`config.mk`:
```
export PLATFORM = sky130hd
export DESIGN_NAME = uart_rx_flat
export DESIGN_NICKNAME = d
export VERILOG_FILES = /design/src/rtl/uart_pkg.sv /design/src/rtl/uart_rx_if.sv /design/src/rtl/sync_2ff.sv /design/src/rtl/uart_rx.sv /design/src/flat_wrapper.sv
export SDC_FILE = /design/constraint.sdc
export NUM_CORES = 1
export LEC_CHECK = 0
export ABC_AREA = 0
export ABC_CLOCK_PERIOD_IN_PS = 1700
export CAP_MARGIN = 5
export CORE_MARGIN = 2
export CORE_UTILIZATION = 49
export DETAILED_ROUTE_END_ITERATION = 12
export MAX_ROUTING_LAYER = met4
export PLACE_DENSITY_LB_ADDON = 0.3
export SYNTH_ARGS = -nofsm -noshare
export SYNTH_HDL_FRONTEND = slang
export SYNTH_SLANG_ARGS = --single-unit
```
`constraint.sdc`:
```
create_clock -name clk -period 1.7 [get_ports clk]
set_input_delay 0.255 -clock clk [delete_from_list [all_inputs] [get_ports clk]]
set_output_delay 0.255 -clock clk [all_outputs]
set_load 0.1 [all_outputs]
```
`src/rtl/uart_pkg.sv`:
```
// Shared UART definitions: FSM state encoding, default oversampling rate
// and the counter-width helper used by both UART directions.
package uart_pkg;

  typedef enum logic [2:0] {
    ST_IDLE      = 3'd0,
    ST_START     = 3'd1,
    ST_DATA      = 3'd2,
    ST_STOP      = 3'd3,
    ST_WAIT_IDLE = 3'd4
  } uart_state_e;

  localparam int unsigned DEFAULT_OVERSAMPLE = 16;

  function automatic int unsigned os_cnt_width(input int unsigned n);
    return (n > 1) ? $clog2(n) : 1;
  endfunction

endpackage

```
`src/rtl/uart_rx_if.sv`:
```
// Receive-side valid/ready holding-register handshake between uart_rx and its consumer.
interface uart_rx_if #(
  parameter int unsigned DATA_WIDTH = 8
) ();

  logic [DATA_WIDTH-1:0] rx_data;
  logic                  rx_valid;
  logic                  rx_ready;

  modport master (
    output rx_data,
    output rx_valid,
    input  rx_ready
  );

  modport slave (
    input  rx_data,
    input  rx_valid,
    output rx_ready
  );

endinterface

```
`src/rtl/sync_2ff.sv`:
```
// Two-flop synchroniser for a single asynchronous input, with a selectable
// reset value so idle-high lines do not glitch out of reset.
module sync_2ff #(
  parameter logic RESET_VAL = 1'b0
) (
  input  logic clk,
  input  logic resetn,
  input  logic d,
  output logic q
);

  logic meta_q, meta_d;
  logic sync_q, sync_d;

  always_comb begin
    meta_d = d;
    sync_d = meta_q;
  end

  always_ff @(posedge clk or negedge resetn) begin
    if (!resetn) begin
      meta_q <= RESET_VAL;
      sync_q <= RESET_VAL;
    end else begin
      meta_q <= meta_d;
      sync_q <= sync_d;
    end
  end

  assign q = sync_q;

endmodule

```
`src/rtl/uart_rx.sv`:
```
// 8N1 UART receiver with 16x oversampling, start/stop validation and a
// valid/ready output holding register with framing-error and overrun pulses.
module uart_rx
  import uart_pkg::*;
#(
  parameter int unsigned DATA_WIDTH = 8,
  parameter int unsigned OVERSAMPLE = DEFAULT_OVERSAMPLE
) (
  input  logic       clk,
  input  logic       resetn,
  input  logic       baud_tick_os,
  input  logic       rx,
  uart_rx_if.master  rx_if,
  output logic       rx_busy,
  output logic       frame_err,
  output logic       overrun
);

  localparam int unsigned OS_W  = os_cnt_width(OVERSAMPLE);
  localparam int unsigned BIT_W = os_cnt_width(DATA_WIDTH);

  localparam logic [OS_W-1:0]  OS_HALF  = OS_W'(OVERSAMPLE / 2 - 1);
  localparam logic [OS_W-1:0]  OS_LAST  = OS_W'(OVERSAMPLE - 1);
  localparam logic [BIT_W-1:0] BIT_LAST = BIT_W'(DATA_WIDTH - 1);

  logic rx_s;

  sync_2ff #(
    .RESET_VAL (1'b1)
  ) u_sync (
    .clk    (clk),
    .resetn (resetn),
    .d      (rx),
    .q      (rx_s)
  );

  uart_state_e           state_q, state_d;
  logic [OS_W-1:0]       os_cnt_q, os_cnt_d;
  logic [BIT_W-1:0]      bit_idx_q, bit_idx_d;
  logic [DATA_WIDTH-1:0] shift_q, shift_d;
  logic [DATA_WIDTH-1:0] rx_data_q, rx_data_d;
  logic                  rx_valid_q, rx_valid_d;
  logic                  frame_err_q, frame_err_d;
  logic                  overrun_q, overrun_d;
  logic                  deliver;

  always_comb begin
    state_d     = state_q;
    os_cnt_d    = os_cnt_q;
    bit_idx_d   = bit_idx_q;
    shift_d     = shift_q;
    rx_data_d   = rx_data_q;
    rx_valid_d  = rx_valid_q;
    frame_err_d = 1'b0;
    overrun_d   = 1'b0;
    deliver     = 1'b0;

    if (rx_valid_q && rx_if.rx_ready) begin
      rx_valid_d = 1'b0;
    end

    unique case (state_q)
      ST_IDLE: begin
        if (!rx_s) begin
          state_d  = ST_START;
          os_cnt_d = '0;
        end
      end

      ST_START: begin
        if (baud_tick_os) begin
          if (os_cnt_q == OS_HALF) begin
            if (!rx_s) begin
              state_d   = ST_DATA;
              os_cnt_d  = '0;
              bit_idx_d = '0;
            end else begin
              state_d = ST_IDLE;
            end
          end else begin
            os_cnt_d = os_cnt_q + OS_W'(1);
          end
        end
      end

      ST_DATA: begin
        if (baud_tick_os) begin
          if (os_cnt_q == OS_LAST) begin
            shift_d[bit_idx_q] = rx_s;
            os_cnt_d           = '0;
            if (bit_idx_q == BIT_LAST) begin
              state_d = ST_STOP;
            end else begin
              bit_idx_d = bit_idx_q + BIT_W'(1);
            end
          end else begin
            os_cnt_d = os_cnt_q + OS_W'(1);
          end
        end
      end

      ST_STOP: begin
        if (baud_tick_os) begin
          if (os_cnt_q == OS_LAST) begin
            os_cnt_d = '0;
            if (rx_s) begin
              deliver = 1'b1;
              state_d = ST_IDLE;
            end else begin
              frame_err_d = 1'b1;
              state_d     = ST_WAIT_IDLE;
            end
          end else begin
            os_cnt_d = os_cnt_q + OS_W'(1);
          end
        end
      end

      ST_WAIT_IDLE: begin
        if (rx_s) begin
          state_d = ST_IDLE;
        end
      end

      default: state_d = ST_IDLE;
    endcase

    // A handshake in the delivery cycle frees the register, so the new byte loads instead of overrunning.
    if (deliver) begin
      if (!rx_valid_q || rx_if.rx_ready) begin
        rx_data_d  = shift_q;
        rx_valid_d = 1'b1;
      end else begin
        overrun_d = 1'b1;
      end
    end
  end

  always_ff @(posedge clk or negedge resetn) begin
    if (!resetn) begin
      state_q     <= ST_IDLE;
      os_cnt_q    <= '0;
      bit_idx_q   <= '0;
      shift_q     <= '0;
      rx_data_q   <= '0;
      rx_valid_q  <= 1'b0;
      frame_err_q <= 1'b0;
      overrun_q   <= 1'b0;
    end else begin
      state_q     <= state_d;
      os_cnt_q    <= os_cnt_d;
      bit_idx_q   <= bit_idx_d;
      shift_q     <= shift_d;
      rx_data_q   <= rx_data_d;
      rx_valid_q  <= rx_valid_d;
      frame_err_q <= frame_err_d;
      overrun_q   <= overrun_d;
    end
  end

  assign rx_if.rx_data  = rx_data_q;
  assign rx_if.rx_valid = rx_valid_q;
  assign rx_busy        = (state_q != ST_IDLE);
  assign frame_err      = frame_err_q;
  assign overrun        = overrun_q;

endmodule

```
`src/flat_wrapper.sv`:
```
// flat-port wrapper written by rule: the top's interface ports become plain ports
module uart_rx_flat import uart_pkg::*;
#(
  parameter int unsigned DATA_WIDTH = 8,
  parameter int unsigned OVERSAMPLE = DEFAULT_OVERSAMPLE
)
  (clk, resetn, baud_tick_os, rx, rx_busy, frame_err, overrun, rx_if_rx_data, rx_if_rx_valid, rx_if_rx_ready);
  uart_rx_if #(.DATA_WIDTH(DATA_WIDTH)) rx_if_i ();
  input  logic clk;
  input  logic resetn;
  input  logic baud_tick_os;
  input  logic rx;
  output logic rx_busy;
  output logic frame_err;
  output logic overrun;
  output wire logic [$bits(rx_if_i.rx_data)-1:0] rx_if_rx_data;
  output wire logic [$bits(rx_if_i.rx_valid)-1:0] rx_if_rx_valid;
  input wire logic [$bits(rx_if_i.rx_ready)-1:0] rx_if_rx_ready;
  assign rx_if_rx_data = rx_if_i.rx_data;
  assign rx_if_rx_valid = rx_if_i.rx_valid;
  assign rx_if_i.rx_ready = rx_if_rx_ready;
  uart_rx #(.DATA_WIDTH(DATA_WIDTH), .OVERSAMPLE(OVERSAMPLE)) u_core (.clk(clk), .resetn(resetn), .baud_tick_os(baud_tick_os), .rx(rx), .rx_if(rx_if_i), .rx_busy(rx_busy), .frame_err(frame_err), .overrun(overrun));
endmodule
```
After elaboration in Yosys (flattened, before gate mapping)
Index checks and enable logic that the tools add are counted.
{ "classes": {"n_eq_ne": 19, "n_div": 0, "n_addsub": 2, "bitwise": 0, "magnitude_cmp": 2, "mux": 41, "shift": 0, "n_reduce_logical": 14, "multipliers": 0} }
{ "op_table": {"columns": ["op", "n"], "rows": [
  ["2-to-1 mux 3 bit", 16],
  ["2-to-1 mux 4 bit", 5],
  ["one-hot mux 3 bit (5 select lines)", 1],
  ["2-to-1 mux 1 bit", 14],
  ["inequality test 2 bit (second input constant)", 7],
  ["one-hot mux 4 bit (3 select lines)", 1],
  ["inequality test 2 x 1 -> 1 bit (second input constant)", 5],
  ["AND reduction 9 bit", 1],
  ["bitwise mux 8 bit", 1],
  ["AND reduction 7 bit", 1],
  ["== test 3 x 2 -> 1 bit (second input constant)", 2],
  ["== test 3 bit (second input constant)", 2],
  ["one-hot mux 3 bit (2 select lines)", 1],
  ["AND reduction 3 bit", 2],
  ["nonzero test 3 bit", 2],
  ["adder 4 x 1 -> 4 bit (second input constant)", 1],
  ["== test 4 x 3 -> 1 bit (second input constant)", 1],
  ["== test 4 bit (second input constant)", 1],
  ["less-than comparator 3 x 4 -> 1 bit (second input constant)", 1],
  ["adder 3 x 1 -> 3 bit (second input constant)", 1],
  ["demux 1 bit (select 3 bit)", 1],
  ["== test 3 x 1 -> 1 bit (second input constant)", 1],
  [">= comparator 3 x 1 -> 1 bit (second input constant)", 1],
  ["zero test 3 bit", 1],
  ["7 further kinds", 8]
]} }
{ "word_totals": {"elab_cells": 88, "latch_bits": 0, "regBits": 31, "memories": 0, "romBits": 0, "ramBits": 0} }

Logic depth before layout (Yosys ltp)
{ "depth": {"ltp_word": 5, "ltp_mapped": 6, "mapped_depth_nobuf": 5} }

Cells and area by module
A second synthesis with hierarchy kept.
{ "unflattened": {"hier_cells": 128, "hier_area_um2": 1483.9} }
{ "by_module_without_submodules": {"columns": ["mod", "area_each_um2", "cells_each", "n_inst"], "rows": [
  ["uart_rx", 1431.4, 126, 1],
  ["sync_2ff", 52.6, 2, 1]
]} }

Worst setup path after synthesis
OpenSTA, ideal clock, no wires.
{ "synth_timing": {"path_kind": "flip-flop to flip-flop", "start": "reg u_core.rx_valid_q (netlist: u_core.rx_if.rx_valid)", "end": "reg u_core.rx_data_q[0] (netlist: u_core.rx_if.rx_data[0])", "setup_time_ns": 0.126, "stages_incl_launch_ff": 4, "t_arrival_ns": 1.678, "required_ns": 1.574, "path_slack_ns": -0.104, "cell_sequence": "dfrtp_1 -> nand2b_1 -> nand4_4 -> mux2_2"} }
{ "synth_via": {"elab_chain_cells": 3} }
{ "synth_lines": {"columns": ["item", "line", "text"], "rows": [
  ["from (decl)", "uart_rx.sv:42", "logic rx_valid_q, rx_valid_d;"],
  ["from (signal assigned)", "uart_rx.sv:155", "rx_valid_q <= rx_valid_d;"],
  ["zero test 1 bit", "uart_rx.sv:130", "if (!rx_valid_q || rx_if.rx_ready) begin"],
  ["logical OR 1 bit", "uart_rx.sv:130", null],
  ["AND reduction 2 bit (no line)", null, null],
  ["to (signal assigned)", "uart_rx.sv:154", "rx_data_q <= rx_data_d;"],
  ["to (decl)", "uart_rx.sv:41", "logic [DATA_WIDTH-1:0] rx_data_q, rx_data_d;"]
]} }
No other way between the ends.
A chain may end at the register's enable or synchronous reset.

Worst setup path after layout
{ "layout_timing": {"start": "reg u_core.state_q[2]", "end": "reg u_core.shift_q[1]"} }
{ "layout_via": {"elab_chain_cells": 2} }
{ "layout_lines": {"columns": ["item", "line", "text"], "rows": [
  ["from (decl)", "uart_rx.sv:37", "uart_state_e state_q, state_d;"],
  ["from (signal assigned)", "uart_rx.sv:150", "state_q <= state_d;"],
  ["== test 3 x 2 -> 1 bit", "uart_rx.sv:62", "unique case (state_q)"],
  ["AND reduction 3 bit (no line)", null, null],
  ["to (signal assigned)", "uart_rx.sv:153", "shift_q <= shift_d;"],
  ["to (decl)", "uart_rx.sv:40", "logic [DATA_WIDTH-1:0] shift_q, shift_d;"]
]} }
No other way between the ends.

==> out/results.md <==
## Outcome
• **result of the run** complete, but fails checks
• **violated checks** setup timing

## Worst setup path
• **cell depth of the worst flop-to-flop path** 5
• **Max Fanout on Critical Path** 4
• **end of the worst register-to-register path** u_core.shift_q[1]
• **CP required** 1.91 ns
• **Crit path largest cell delay** 0.41 ns
• **ordered cell list for the critical path** buf_4, nor3b_4, nand3_1, nor3_1, mux2_2
• **Crit Path Class** flip-flop to flip-flop
• **arrival time worst endpoint** 1.94 ns
• **reg-to-reg startpoint** u_core.state_q[2]
• **crit path launch type** flip-flop
• **library cell contributing the largest single delay on the critical path** dfrtp_1
• **Setup crit end kind** flip-flop
• **r2r setup slk** -0.04 ns

## Clocking
• **TritonCTS clock tree** done
• **clock tree buffer depth** 2
• **clock-pin slew reported for the worst setup and hold paths after clock tree synthesis** 0.10 ns
• **number of sinks driven by the clock tree** 31
• **number of H-tree branching levels** 2
• **Skew-Pair Late Insertion Delay** 0.32 ns
• **Num CTS Buffers** 5
• **clk root buf** clkbuf_4
• **count of hold-fix buffers inserted at cts** 0

## STA
• **RSZ-0062 raised after global routing** true
• **final worst path period need** 1.74 ns
• **PnR worst setup slack** -0.0356 ns
• **fin crit share** 102%
• **Fin. Hold Viols** 0
• **worst slew slack as a fraction of its limit** 71.4%
• **count of final setup violators** 4
• **worst hold-check slack** 0.313 ns
• **maximum frequency from static timing analysis** 576 MHz
• **final max-slew violation count** 0
• **Fin Clk Skew** 0.0100 ns
• **transition time at the pin with the least slew margin** 0.426 ns

## Detailed routing
• **Initial DRT Pass Iterations** 4
• **Antenna Violating Nets Remaining** 0
• **post-route DRC violation count** 0
• **iteration-0 DRC count of the detailed router** 56
• **total wire length** 3410 um
• **count of vias placed by the detailed router** 1217
• **wire length per cell after detailed routing** 16.2 um
• **vias per inst** 5.77

## Global route
• **vias in the first global route** 1234
• **Total Routing Usage GR** 22.4%
• **sum of overflow across all layers after global routing** 0
• **global-route wire length before repair** 5680 um
• **initial antenna violation count** 0
• **largest net degree at the start of global routing** 32

## Yosys
• **Post-Syn Instances** 139
• **part of the Yosys area used for sequential elements** 50.7%
• **synth warn** 0
• **count of different cell masters after synthesis** 40
• **area of the mapped netlist** 1530 sq um
• **mean area per synthesized cell** 11.0 sq um
• **library cell with the largest summed area after synthesis** dfrtp_1
• **register bit total from synthesis** 31
• **cells taking the most area after synthesis** dfrtp_1, mux2_2, dfstp_2
• **post-synthesis net count** 147
• **area fraction of the dominant cell type after synthesis** 47.3%

## Layout
• **number of fill cells in the layout** 215
• **number of nets at the end of the flow** 185
• **number of antenna diodes** 0
• **fin area** 2160 sq um
• **final std cells w/o fill** 211
• **area growth from synthesis to layout** 40.8%
• **fraction of layout instances using a drive strength above 1** 46.6%

## Place
• **final HPWL from detailed placement** 2300 um
• **placed cell areas** 1960 sq um
• **instance count after placement with tap cells included** 198
• **weighted congestion at the end of routability-driven global placement** 0.829
• **count of input and output buffers** 16

## Run
• **Maximum Capacitance Violations** 0

## Pwr
• **PD cells** 1230 nW/um^2
• **worst supply voltage drop on vdd** 0.548 mV
• **Leak Pwr** 0.953 nW

## Floorplanning
• **Die Span X** 60.0 um
• **Die Outline Area** 3590 sq um
• **Die H** 60.0 um
• **total number of placement rows** 20
• **area of the core region** 3000 sq um
• **effective utilization at floorplan** 51.1%
• **I/O pins** 17

## Worst hold path
• **HP Class** input port to asynchronous set/reset pin

[cell type report]
class	instances	area [sq um]	share of cell area [%]
Tap cell	33	41.3	1.91
Multi-Input combinational cell	96	800	37.0
Sequential cell	31	782	36.2
Inverter	5	18.8	0.869
Clock buffer	8	68.8	3.19
Timing Repair Buffer	38	449	20.8
[kinds of logic after synthesis]
group | synth area share (%)
AO/OA/AOI/OAI | 9.38
XOR/XNOR | 1.71
adder cells (fa/ha/maj) | 2.45
buffers and inverters | 3.51
flip-flops | 50.7
multiplexers | 14.4
AND/OR/NAND/NOR | 17.8
[through the flow]
| step | util, % | total power, mW | TNS [ns] | setup slack [ns] |
|---|---|---|---|---|
| 2_1_floorplan | - | 1.63 | 0 | 0.000931 |
| 3_3_place_gp | 65.3 | 1.93 | -1.69 | -0.161 |
| 3_5_place_dp | 65.3 | 1.98 | -2.27 | -0.185 |
| 4_1_cts | 69.5 | 2.52 | -0.136 | -0.0571 |
| 5_1_grt | 71.9 | 2.81 | -0.614 | -0.105 |
| 6_report | 71.9 | 2.67 | -0.101 | -0.0356 |
[registers in the layout (all words and copies together) (netlist names)]
signal,flops
u_core.u_sync.q,1
u_core.frame_err,1
u_core.rx_if.rx_data,8
u_core.rx_if.rx_valid,1
u_core.shift_q,8
u_core.bit_idx_q,3
u_core.state_q,3
u_core.u_sync.meta_q,1
u_core.overrun,1
u_core.os_cnt_q,4
[timing repair]
item | in CTS | in global routing
endpoints found under the hold margin | 0 | 0
pin swaps | 4 | 3
resized for setup | 10 | 8
buffers inserted | 2 | 3
setup endpoints to repair | 8 | 19
gates cloned | 0 | 0
[worst max path at each step]
stage,from,to,slack (ns),cells past startpoint
finish,u_core.state_q[2],u_core.shift_q[1],-0.04,5
global route,u_core.bit_idx_q[0],u_core.bit_idx_q[1],-0.10,5
CTS,u_core.bit_idx_q[0],u_core.bit_idx_q[2],-0.06,5
detailed placement,baud_tick_os,u_core.shift_q[0],-0.19,5
global placement,baud_tick_os,u_core.shift_q[0],-0.16,5
floorplan,u_core.bit_idx_q[1],u_core.bit_idx_q[0],0.0009,5
[power by group]
group | internal, mW | switching [mW]
clock network | 0.243 | 0.241
logic | 0.582 | 0.603
registers | 0.843 | 0.154
[cells in the mapped netlist]
library cell and count:
inv_2 1, a21oi_1 2, o31ai_1 1, a311oi_1 1, nand3b_1 1, buf_2 4, nor2_1 13, and4_4 1
clkbuf_1 2, or3_1 2, buf_4 1, or2_2 1, a311oi_2 1, xnor2_1 2, a22o_1 1, dfrtp_1 29
o21ai_0 8, nor2b_1 1, nand2_1 11, mux2_2 17, a211oi_2 1, xor2_1 1, nor3_1 5, nor4bb_1 1
ha_1 3, o22a_1 1, nand3_1 6, a31oi_1 1, a22oi_1 1, and2_4 1, mux2i_1 3, dfstp_2 2
nor3b_2 1, o221ai_1 1, and2_1 1, o21ba_2 1, nand2b_1 2, inv_1 4, nand4_4 1, nor4_1 2
[critical path: cells and delay by family, from the launching register on]
family	cells	cell delay, ns
flip-flops	1	0.41
multiplexers	1	0.36
buffers and inverters	1	0.15
AND/OR/NAND/NOR	3	0.69
[cell usage in the layout, fill, tap and decap left out, types with 4 or more instances in the layout]
cell	Yosys	routed
buf_12	0	12
dfrtp_1	29	26
nand2_1	11	11
mux2_2	17	17
inv_1	4	4
clkbuf_4	0	5
nor2_1	13	13
nand3_1	6	5
buf_4	1	21
clkdlybuf4s50_1	0	4
o21ai_0	8	7
[routing by layer]
layer	up-vias	GRT usage, %	routed length (um)
li1	568	-	-
met1	606	26.1	1410
met2	32	36.5	1790
met3	11	4.33	121
met4	0	12.1	94
met5	-	-	0
No activity file was read; power rests on OpenSTA's default activity.
